[src/rtl/x_mem_2p_player_pkg.sv]
// Shared types and constants for the 2048x2 sample-memory player.
package x_mem_player_pkg;

    localparam int unsigned ADDR_W         = 11;
    localparam int unsigned DATA_W         = 2;
    localparam int unsigned WORDS_PER_BYTE = 4;

    typedef enum logic [1:0] {
        IDLE = 2'd0,
        LOAD = 2'd1,
        PLAY = 2'd2
    } state_e;

endpackage

[src/rtl/x_mem_2p_player_if.sv]
// Host load port, playback control, DAC sample stream and memory pins of the player.
// master: the player itself; slave: host + memory side.
interface x_mem_2p_player_if #(
    parameter int unsigned ADDR_W = 11,
    parameter int unsigned DATA_W = 2,
    parameter int unsigned DIV_W  = 16
);
    logic              i_load_valid;
    logic [7:0]        i_load_data;
    logic              o_load_ready;
    logic              i_clear;
    logic              i_start;
    logic              i_stop;
    logic [DIV_W-1:0]  i_div;
    logic [DATA_W-1:0] o_sample;
    logic              o_sample_valid;
    logic              o_done;
    logic              o_busy;
    logic [ADDR_W:0]   o_len;
    logic [ADDR_W-1:0] o_mem_addr;
    logic              o_mem_we;
    logic [DATA_W-1:0] o_mem_wdata;
    logic [DATA_W-1:0] i_mem_rdata;

    modport master (
        input  i_load_valid, i_load_data, i_clear, i_start, i_stop, i_div, i_mem_rdata,
        output o_load_ready, o_sample, o_sample_valid, o_done, o_busy, o_len,
               o_mem_addr, o_mem_we, o_mem_wdata
    );

    modport slave (
        output i_load_valid, i_load_data, i_clear, i_start, i_stop, i_div, i_mem_rdata,
        input  o_load_ready, o_sample, o_sample_valid, o_done, o_busy, o_len,
               o_mem_addr, o_mem_we, o_mem_wdata
    );
endinterface

[src/rtl/x_mem_2p_player_tick.sv]
// Sample-period down-counter: strobes when it reaches 0, then reloads to div.
// Held at 0 while disabled so the first strobe lands on the first enabled cycle.
module x_mem_player_tick #(
    parameter int unsigned DIV_W = 16
) (
    input  logic             i_clk,
    input  logic             i_rst,
    input  logic             i_en,
    input  logic [DIV_W-1:0] i_div,
    output logic             o_tick
);
    logic [DIV_W-1:0] cnt_q, cnt_d;

    // Next count: reload on strobe, count down otherwise, park at 0 when disabled.
    always_comb begin
        cnt_d = '0;
        if (i_en) begin
            if (cnt_q == '0) cnt_d = i_div;
            else             cnt_d = cnt_q - DIV_W'(1);
        end
    end

    // Counter register.
    always_ff @(posedge i_clk) begin
        if (i_rst) cnt_q <= '0;
        else       cnt_q <= cnt_d;
    end

    assign o_tick = i_en && (cnt_q == '0);
endmodule

[src/rtl/x_mem_2p_player.sv]
// Sample-memory player: unpacks host bytes into 2-bit words written to the
// single-port memory, then plays them back to the DAC at a programmable period.
// Build option: X_MEM_PLAYER_LOOP_EN makes playback wrap until stopped.
module x_mem_2p_player #(
    parameter int unsigned ADDR_W = 11,
    parameter int unsigned DATA_W = 2,
    parameter int unsigned DIV_W  = 16
) (
    input  logic              i_clk,
    input  logic              i_rst,
    x_mem_2p_player_if.master bus
);
    import x_mem_player_pkg::*;

`ifdef X_MEM_PLAYER_LOOP_EN
    localparam bit LOOP_EN = 1'b1;
`else
    localparam bit LOOP_EN = 1'b0;
`endif

    localparam int unsigned   LEN_W    = ADDR_W + 1;
    localparam logic [LEN_W-1:0] LEN_FULL = {1'b1, {ADDR_W{1'b0}}};

    state_e            state_q, state_d;
    logic [LEN_W-1:0]  len_q, len_d;
    logic [7:0]        byte_q, byte_d;
    logic [1:0]        wcnt_q, wcnt_d;
    logic [ADDR_W-1:0] rd_ptr_q, rd_ptr_d;
    logic [DIV_W-1:0]  div_q, div_d;
    logic              fin_q, fin_d;     // final read already issued
    logic              pend_q, pend_d;   // read issued last cycle, data arriving now
    logic              last_q, last_d;   // that read was the final word
    logic [DATA_W-1:0] sample_q, sample_d;
    logic              sample_valid_q, sample_valid_d;
    logic              done_q, done_d;

    logic              load_ready;
    logic              play_en;
    logic              tick;
    logic              rd_fire;
    logic              last_word;
    logic              mem_we;
    logic [ADDR_W-1:0] mem_addr;
    logic [DATA_W-1:0] mem_wdata;

    assign play_en = (state_q == PLAY);

    x_mem_player_tick #(.DIV_W(DIV_W)) u_tick (
        .i_clk  (i_clk),
        .i_rst  (i_rst),
        .i_en   (play_en),
        .i_div  (div_q),
        .o_tick (tick)
    );

    // Next-state, memory pin drive and sample capture.
    always_comb begin
        state_d        = state_q;
        len_d          = len_q;
        byte_d         = byte_q;
        wcnt_d         = wcnt_q;
        rd_ptr_d       = rd_ptr_q;
        div_d          = div_q;
        fin_d          = fin_q;
        pend_d         = 1'b0;
        last_d         = 1'b0;
        sample_d       = sample_q;
        sample_valid_d = 1'b0;
        done_d         = 1'b0;
        mem_we         = 1'b0;
        mem_addr       = '0;
        mem_wdata      = '0;
        rd_fire        = 1'b0;
        load_ready     = (state_q == IDLE) && (len_q != LEN_FULL) && !bus.i_start;
        last_word      = ({1'b0, rd_ptr_q} == (len_q - LEN_W'(1)));

        case (state_q)
            IDLE: begin
                if (bus.i_start && (len_q != '0)) begin
                    state_d  = PLAY;
                    rd_ptr_d = '0;
                    div_d    = bus.i_div;
                    fin_d    = 1'b0;
                end else begin
                    if (bus.i_clear) len_d = '0;
                    if (bus.i_load_valid && load_ready) begin
                        state_d = LOAD;
                        byte_d  = bus.i_load_data;
                        wcnt_d  = '0;
                    end
                end
            end

            LOAD: begin
                mem_we    = 1'b1;
                mem_addr  = len_q[ADDR_W-1:0];
                mem_wdata = byte_q[DATA_W-1:0];
                byte_d    = byte_q >> DATA_W;
                len_d     = len_q + LEN_W'(1);
                wcnt_d    = wcnt_q + 2'd1;
                if (wcnt_q == 2'(WORDS_PER_BYTE - 1)) state_d = IDLE;
            end

            PLAY: begin
                rd_fire = tick && !fin_q;
                if (rd_fire) begin
                    mem_addr = rd_ptr_q;
                    if (LOOP_EN) begin
                        rd_ptr_d = last_word ? '0 : rd_ptr_q + ADDR_W'(1);
                    end else begin
                        rd_ptr_d = rd_ptr_q + ADDR_W'(1);
                        fin_d    = last_word;
                        last_d   = last_word;
                    end
                end
                // Stop wins over everything: the in-flight read is simply dropped.
                if (bus.i_stop) begin
                    state_d = IDLE;
                end else begin
                    pend_d = rd_fire;
                    if (pend_q) begin
                        sample_d       = bus.i_mem_rdata;
                        sample_valid_d = 1'b1;
                        if (!LOOP_EN && last_q) begin
                            done_d  = 1'b1;
                            state_d = IDLE;
                        end
                    end
                end
            end

            default: state_d = IDLE;
        endcase
    end

    // State and datapath registers.
    always_ff @(posedge i_clk) begin
        if (i_rst) begin
            state_q        <= IDLE;
            len_q          <= '0;
            byte_q         <= '0;
            wcnt_q         <= '0;
            rd_ptr_q       <= '0;
            div_q          <= '0;
            fin_q          <= 1'b0;
            pend_q         <= 1'b0;
            last_q         <= 1'b0;
            sample_q       <= '0;
            sample_valid_q <= 1'b0;
            done_q         <= 1'b0;
        end else begin
            state_q        <= state_d;
            len_q          <= len_d;
            byte_q         <= byte_d;
            wcnt_q         <= wcnt_d;
            rd_ptr_q       <= rd_ptr_d;
            div_q          <= div_d;
            fin_q          <= fin_d;
            pend_q         <= pend_d;
            last_q         <= last_d;
            sample_q       <= sample_d;
            sample_valid_q <= sample_valid_d;
            done_q         <= done_d;
        end
    end

    assign bus.o_load_ready   = load_ready;
    assign bus.o_busy         = (state_q != IDLE);
    assign bus.o_len          = len_q;
    assign bus.o_sample       = sample_q;
    assign bus.o_sample_valid = sample_valid_q;
    assign bus.o_done         = done_q;
    assign bus.o_mem_we       = mem_we;
    assign bus.o_mem_addr     = mem_addr;
    assign bus.o_mem_wdata    = mem_wdata;
endmodule

[src/flat_wrapper.sv]
// flat-port wrapper written by rule: the top's interface ports become plain ports
module x_mem_2p_player_flat import x_mem_player_pkg::*;
#(
    parameter int unsigned ADDR_W = 11,
    parameter int unsigned DATA_W = 2,
    parameter int unsigned DIV_W  = 16
)
  (i_clk, i_rst, bus_i_load_valid, bus_i_load_data, bus_i_clear, bus_i_start, bus_i_stop, bus_i_div, bus_i_mem_rdata, bus_o_load_ready, bus_o_sample, bus_o_sample_valid, bus_o_done, bus_o_busy, bus_o_len, bus_o_mem_addr, bus_o_mem_we, bus_o_mem_wdata);
  x_mem_2p_player_if #(.ADDR_W(ADDR_W), .DATA_W(DATA_W), .DIV_W(DIV_W)) bus_i ();
  input  logic i_clk;
  input  logic i_rst;
  input wire logic [$bits(bus_i.i_load_valid)-1:0] bus_i_load_valid;
  input wire logic [$bits(bus_i.i_load_data)-1:0] bus_i_load_data;
  input wire logic [$bits(bus_i.i_clear)-1:0] bus_i_clear;
  input wire logic [$bits(bus_i.i_start)-1:0] bus_i_start;
  input wire logic [$bits(bus_i.i_stop)-1:0] bus_i_stop;
  input wire logic [$bits(bus_i.i_div)-1:0] bus_i_div;
  input wire logic [$bits(bus_i.i_mem_rdata)-1:0] bus_i_mem_rdata;
  output wire logic [$bits(bus_i.o_load_ready)-1:0] bus_o_load_ready;
  output wire logic [$bits(bus_i.o_sample)-1:0] bus_o_sample;
  output wire logic [$bits(bus_i.o_sample_valid)-1:0] bus_o_sample_valid;
  output wire logic [$bits(bus_i.o_done)-1:0] bus_o_done;
  output wire logic [$bits(bus_i.o_busy)-1:0] bus_o_busy;
  output wire logic [$bits(bus_i.o_len)-1:0] bus_o_len;
  output wire logic [$bits(bus_i.o_mem_addr)-1:0] bus_o_mem_addr;
  output wire logic [$bits(bus_i.o_mem_we)-1:0] bus_o_mem_we;
  output wire logic [$bits(bus_i.o_mem_wdata)-1:0] bus_o_mem_wdata;
  assign bus_i.i_load_valid = bus_i_load_valid;
  assign bus_i.i_load_data = bus_i_load_data;
  assign bus_i.i_clear = bus_i_clear;
  assign bus_i.i_start = bus_i_start;
  assign bus_i.i_stop = bus_i_stop;
  assign bus_i.i_div = bus_i_div;
  assign bus_i.i_mem_rdata = bus_i_mem_rdata;
  assign bus_o_load_ready = bus_i.o_load_ready;
  assign bus_o_sample = bus_i.o_sample;
  assign bus_o_sample_valid = bus_i.o_sample_valid;
  assign bus_o_done = bus_i.o_done;
  assign bus_o_busy = bus_i.o_busy;
  assign bus_o_len = bus_i.o_len;
  assign bus_o_mem_addr = bus_i.o_mem_addr;
  assign bus_o_mem_we = bus_i.o_mem_we;
  assign bus_o_mem_wdata = bus_i.o_mem_wdata;
  x_mem_2p_player #(.ADDR_W(ADDR_W), .DATA_W(DATA_W), .DIV_W(DIV_W)) u_core (.i_clk(i_clk), .i_rst(i_rst), .bus(bus_i));
endmodule
[config.mk]
export PLATFORM = sky130hd
export DESIGN_NAME = x_mem_2p_player_flat
export DESIGN_NICKNAME = d
export VERILOG_FILES = /design/src/rtl/x_mem_2p_player_pkg.sv /design/src/rtl/x_mem_2p_player_if.sv /design/src/rtl/x_mem_2p_player_tick.sv /design/src/rtl/x_mem_2p_player.sv /design/src/flat_wrapper.sv
export SDC_FILE = /design/constraint.sdc
export NUM_CORES = 1
export LEC_CHECK = 0
export BUFFER_PORTS_ARGS = -buffer_cell sky130_fd_sc_hd__buf_2
export CAP_MARGIN = 40
export CORE_UTILIZATION = 56
export CTS_CLUSTER_DIAMETER = 150
export CTS_CLUSTER_SIZE = 8
export DETAILED_ROUTE_END_ITERATION = 7
export GPL_ROUTABILITY_DRIVEN = 0
export HOLD_SLACK_MARGIN = 0.15
export PLACE_DENSITY = 0.79
export SETUP_SLACK_MARGIN = 0.2
export SYNTH_ARGS = -nofsm -noshare
export SYNTH_HDL_FRONTEND = slang
export SYNTH_SLANG_ARGS = --single-unit
[constraint.sdc]
create_clock -name i_clk -period 4.3 [get_ports i_clk]
set_clock_uncertainty 0.2 [all_clocks]
set_input_delay 0.43 -clock i_clk [delete_from_list [all_inputs] [get_ports i_clk]]
set_output_delay 0.43 -clock i_clk [all_outputs]
set_load 0.1 [all_outputs]
### Word-level counts from Yosys, hierarchy flattened

Index checks and enable logic that the tools add are counted.

* bits in registers: 74
* input bits: 32
* word-level logic and storage cells: 89

* $add $sub $neg: 5
* equal/unequal tests: 14
* muxes and demuxes: 29
* bitwise gates (word level): 4
* reductions and logical operators: 24

Operator list (count)
* 11-bit case mux with 2 select lines: 2
* 11-bit 2-to-1 mux: 3
* 12-bit 2-to-1 mux: 2
* 12-bit case mux with 2 select lines: 1
* 2-bit 2-to-1 mux: 9
* 16-bit logical NOT: 1
* 16-bit 2-to-1 mux: 1
* 8-bit 2-to-1 mux: 2
* 8-bit case mux with 2 select lines: 1
* 16-bit by 1-bit subtractor with 16-bit output (second input constant): 1
* 12-bit by 1-bit adder with 12-bit output (second input constant): 1
* 11-bit by 12-bit equality test with 1-bit output: 1
* 12-bit inequality test (second input constant): 1
* 3-bit AND reduction: 4
* 12-bit nonzero test: 1
* 12-bit by 1-bit subtractor with 12-bit output (second input constant): 1
* 11-bit by 1-bit adder with 11-bit output (second input constant): 1
* 2-bit inequality test (second input constant): 4
* 1-bit logical AND: 6
* 3-bit by 2-bit inequality test with 1-bit output (second input constant): 2
* 2-bit case mux with 3 select lines: 1
* 2-bit nonzero test: 3
* 3-bit OR reduction: 2
* 1-bit 2-to-1 mux: 5
* 14 further kinds: 20

### Logic depth before layout (Yosys ltp)

* depth after elaboration: 7
* mapped depth: 10
* depth with buffers taken out: 8

### Cells and area by module

Synthesis repeated with hierarchy kept, for this count alone.

* cells, all modules: 497
* area total of the unflattened synthesis: 4230.3 µm²

Modules (own cells, without submodules)
* x_mem_2p_player: instances 1, cells an instance 393, area each 3268.1 µm², seq. area each 1161.1 µm²
* x_mem_player_tick: instances 1, cells an instance 104, area each 962.2 µm², seq. area each 320.3 µm²

### Least setup slack after synthesis

OpenSTA, ideal clock, no wires.

* kind: flip-flop to output port
* start: register u_core.len_q[0], in the netlist u_core.bus.o_len[0]
* end: output bus_o_load_ready
* arrival time: 4.197 ns
* required time: 3.670 ns
* path slack: -0.527 ns
* cell stages (with the launch flop): 7
* buffers on the path: 1
* cell sequence: dfxtp_1 > clkbuf_1 > inv_1 > ha_1 > or4b_1 > nor4_4 > a21boi_0

* word-level cells in the longest chain between the ends: 3

Ends and longest elaborated chain
* from (decl): line x_mem_2p_player.sv:25 `logic [LEN_W-1:0] len_q, len_d;`
* from (signal assigned): line x_mem_2p_player.sv:153 `len_q <= len_d;`
* 12-bit inequality test: line x_mem_2p_player.sv:74 `load_ready = (state_q == IDLE) && (len_q != LEN_FULL) && !bus.i_start;`
* 1-bit logical AND (2 in series): line x_mem_2p_player.sv:74
* to (decl): line flat_wrapper.sv:19 `output wire logic [$bits(bus_i.o_load_ready)-1:0] bus_o_load_ready;`

No other way between the ends.

### Worst setup path after layout

* start: register u_core.len_q[0], in the netlist u_core.bus.o_len[0]
* end: register u_core.len_q[10], in the netlist u_core.bus.o_len[10]

* word-level cells in the longest chain between the ends: 4

Ends and longest elaborated chain
* branches (longest 4 deep; another with 12-bit by 1-bit adder with 12-bit output)

Several ways; the timed one is not identified.
A chain may end at the register's enable or synchronous reset.

==> impl_metrics.yaml <==
run_status:
  status: "complete, no violations"
cts:
  cts_buffer_depth: 2
  clk_pin_slew_ps: 90
  cts_tree: "yes"
  cts_buffers: 9
  clock_sinks: 74
  cts_resized: 0
  htreeDepth: 3
  clk_latency_ps: 360
  cts_root_buf: "clkbuf_8"
run:
  maxCapViolCount: 0
setup_path:
  required_ps: 4380
  arrival_ps: 3490
  critPathKind: "reg -> reg"
  cp_max_fo: 13
  cp-end-kind: "register"
  crit_path_start_kind: "register"
power_and_ir_drop:
  p_sw_share_pct: 27.0
  ir_drop_mv: 0.192
  power_density_mw_per_mm2: 320
  p_sw_mw: 0.402
  p_leak_nw: 1.82
  power_frac_seq_pct: 47.3
  intPower_mw: 1.09
  p_clk_share_pct: 40.4
  comb_power_share_pct: 12.4
synth:
  synthTopCellsByArea: "dfxtp_1, nor2_1, mux2i_1, xnor2_1, a211oi_1"
  yosysTopAreaCellShare_pct: 37.7
  synth_cell_types: 49
  synth_area_mm2: 0.00393
  syn_inst: 484
  ys_seq_area_share_pct: 37.7
  syn_nets: 525
  yosysWarnings: 0
  synth_area_per_cell_um2: 8.12
  synth_top_area_cell: "dfxtp_1"
  ys_ff_latch: 74
finish:
  multiInputGateArea_mm2: 0.00227
  n_antenna_cell: 0
  drive_gt1_share_pct: 16.0
  areaGrowthSynthToFinish_pct: 18.4
  final_nets: 588
  n_fill_cell: 534
  final_common_cell: "nor2_1"
  regArea_mm2: 0.00148
  final_cell_mix: "nor2_1, dfxtp_1, buf_2, nand2_1"
  final_core_util_pct: 68.5
floorplanning:
  start_util_pct: 57.8
  core_mm2: 0.00679
  fp.dieW_um: 85.8
  die_area_mm2: 0.00735
  die_y_um: 85.8
  io_pins: 64
  rows: 30
global_routing:
  grt-ovfl-total: 0
  grt_max_degree: 43
  grt_pass1_wl_mm: 16.3
  grt_pass1_vias: 3427
  grtUsageTotal_pct: 27.7
  antenna_found_initial: 0
timing:
  final-hold-violation-count: 0
  slew_headroom_pct: 48.1
  drv_slew: 0
  post-route-period-util_pct: 79.4
  tns_ps: 0
  max_freq_mhz: 293
  setup_violations: 0
  rsz0062_at_grt: "no"
  period_needed_ps: 3410
  worst_pin_slew_ps: 778
drt:
  vias_per_cell: 5.72
  dr_total_vias: 3700
  drc: 0
  drt_pass1_iterations: 4
  ant_nets: 0
  drt_iter0_drc: 211
  wire_per_inst_um: 14.9
  routed_wl_mm: 9.65
placement:
  dp_hpwl_mm: 6.33
  io_buffers: 63
hold_path:
  min-delay-path-class: "in -> reg"
flip-flops by register name, indices dropped and copies added, names as in the netlist, 2 cells and up:
signal / cells
u_core.div_q: 16
u_core.bus.o_sample: 2
u_core.rd_ptr_q: 11
u_core.state_q: 2
u_core.bus.o_len: 12
u_core.byte_q: 8
u_core.u_tick.cnt_q: 16
u_core.wcnt_q: 2
area by class of cell:
class,count,area share [%]
clock buffers,9,2.66
clock inverters,6,1.94
inverters,15,1.21
multi-input cells,364,48.9
flip-flops and latches,74,31.8
well taps,96,2.58
repair buffers,83,10.9
layer usage:
metal | vias to the layer above | wire length (um) | global-route usage, %
li1 | 1822 | - | -
met1 | 1720 | 4300 | 36.0
met2 | 132 | 4560 | 45.2
met3 | 26 | 530 | 4.43
met4 | 0 | 260 | 13.3
met5 | - | 0 | 0
stage by stage:
step | setup WS, ps | cells | total power [mW] | hold WS (ps) | instance area [um^2]
final | 887 | 647 | 1.49 | 160 | 4650
after global routing | 652 | 647 | 1.54 | 179 | 4650
after CTS | 943 | 647 | 1.49 | 165 | 4650
after detailed placement | 1000 | 615 | 0.890 | 248 | 4270
after global placement | 1100 | 615 | 0.886 | 244 | 4270
after floorplan | 214 | 484 | 0.850 | 232 | 3930
power by group through the flow:
stage	clock [mW]	sequential, mW	combinational (mW)
2_1_floorplan	0	0.722	0.128
3_3_place_gp	0	0.720	0.166
3_5_place_dp	0	0.721	0.169
4_1_cts	0.604	0.705	0.183
5_1_grt	0.631	0.707	0.199
6_report	0.601	0.705	0.184
final timing paths:
| check | from | endpoint | slack (ps) | cells past startpoint |
|---|---|---|---|---|
| max | u_core.bus.o_len[0]$_SDFFE_PP0P_ | u_core.bus.o_len[10]$_SDFFE_PP0P_ | 890 | 8 |
| max reg2reg | u_core.bus.o_len[0]$_SDFFE_PP0P_ | u_core.bus.o_len[10]$_SDFFE_PP0P_ | 890 | 8 |
| min | bus_i_load_data[6] | u_core.byte_q[6]$_SDFFE_PP0P_ | 160 | 3 |
| min reg2reg | u_core.bus.o_sample[1]$_SDFFE_PP0P_ | u_core.bus.o_sample[1]$_SDFFE_PP0P_ | 260 | 2 |
worst max-delay path, stage by stage, from the launching register on:
cell and delay (ps):
dfxtp_1 440, inv_1 130, ha_1 290, or4b_1 570, nor4_4 360, a311o_1 530
nand4_1 260, or3_1 420, a21oi_1 140
cell families after synthesis:
logic type               share of synthesized area (%)
flip-flops                                        37.7
adder cells (fa/ha/maj)                           2.87
buffers and inverters                             4.52
AND/OR/NAND/NOR                                   25.2
multiplexers                                      5.86
AO/OA/AOI/OAI                                     16.2
XOR/XNOR                                          7.58
cells in the mapped netlist (all sizes together):
master / number
o31ai: 3
a311oi: 2
nor2b: 4
a2bb2oi: 1
dfxtp: 74
a311o: 1
a21o: 2
nand4: 9
buf: 5
o21ai: 10
o21bai: 2
nand2b: 7
nor3b: 2
a211oi: 23
a31oi: 3
nor2: 77
o41ai: 1
inv: 15
or4b: 1
or2: 3
and2: 3
clkbuf: 26
nand3b: 2
o22ai: 2
xnor2: 20
and3: 5
and3b: 1
ha: 9
a21oi: 24
or3: 10
and2b: 1
nand2: 43
a32oi: 2
nor4: 9
or4: 5
a22oi: 1
o311ai: 1
mux2i: 23
a21boi: 13
o31a: 2
o2111ai: 2
xor2: 14
nand4b: 1
nand3: 12
nor3: 8
what timing repair did:
item                                   4_1_cts  5_1_grt
endpoints found under the hold margin       17        0
hold buffers                                17        0
setup buffers                                0        0
Note: power is estimated with default switching activity, not from simulation.
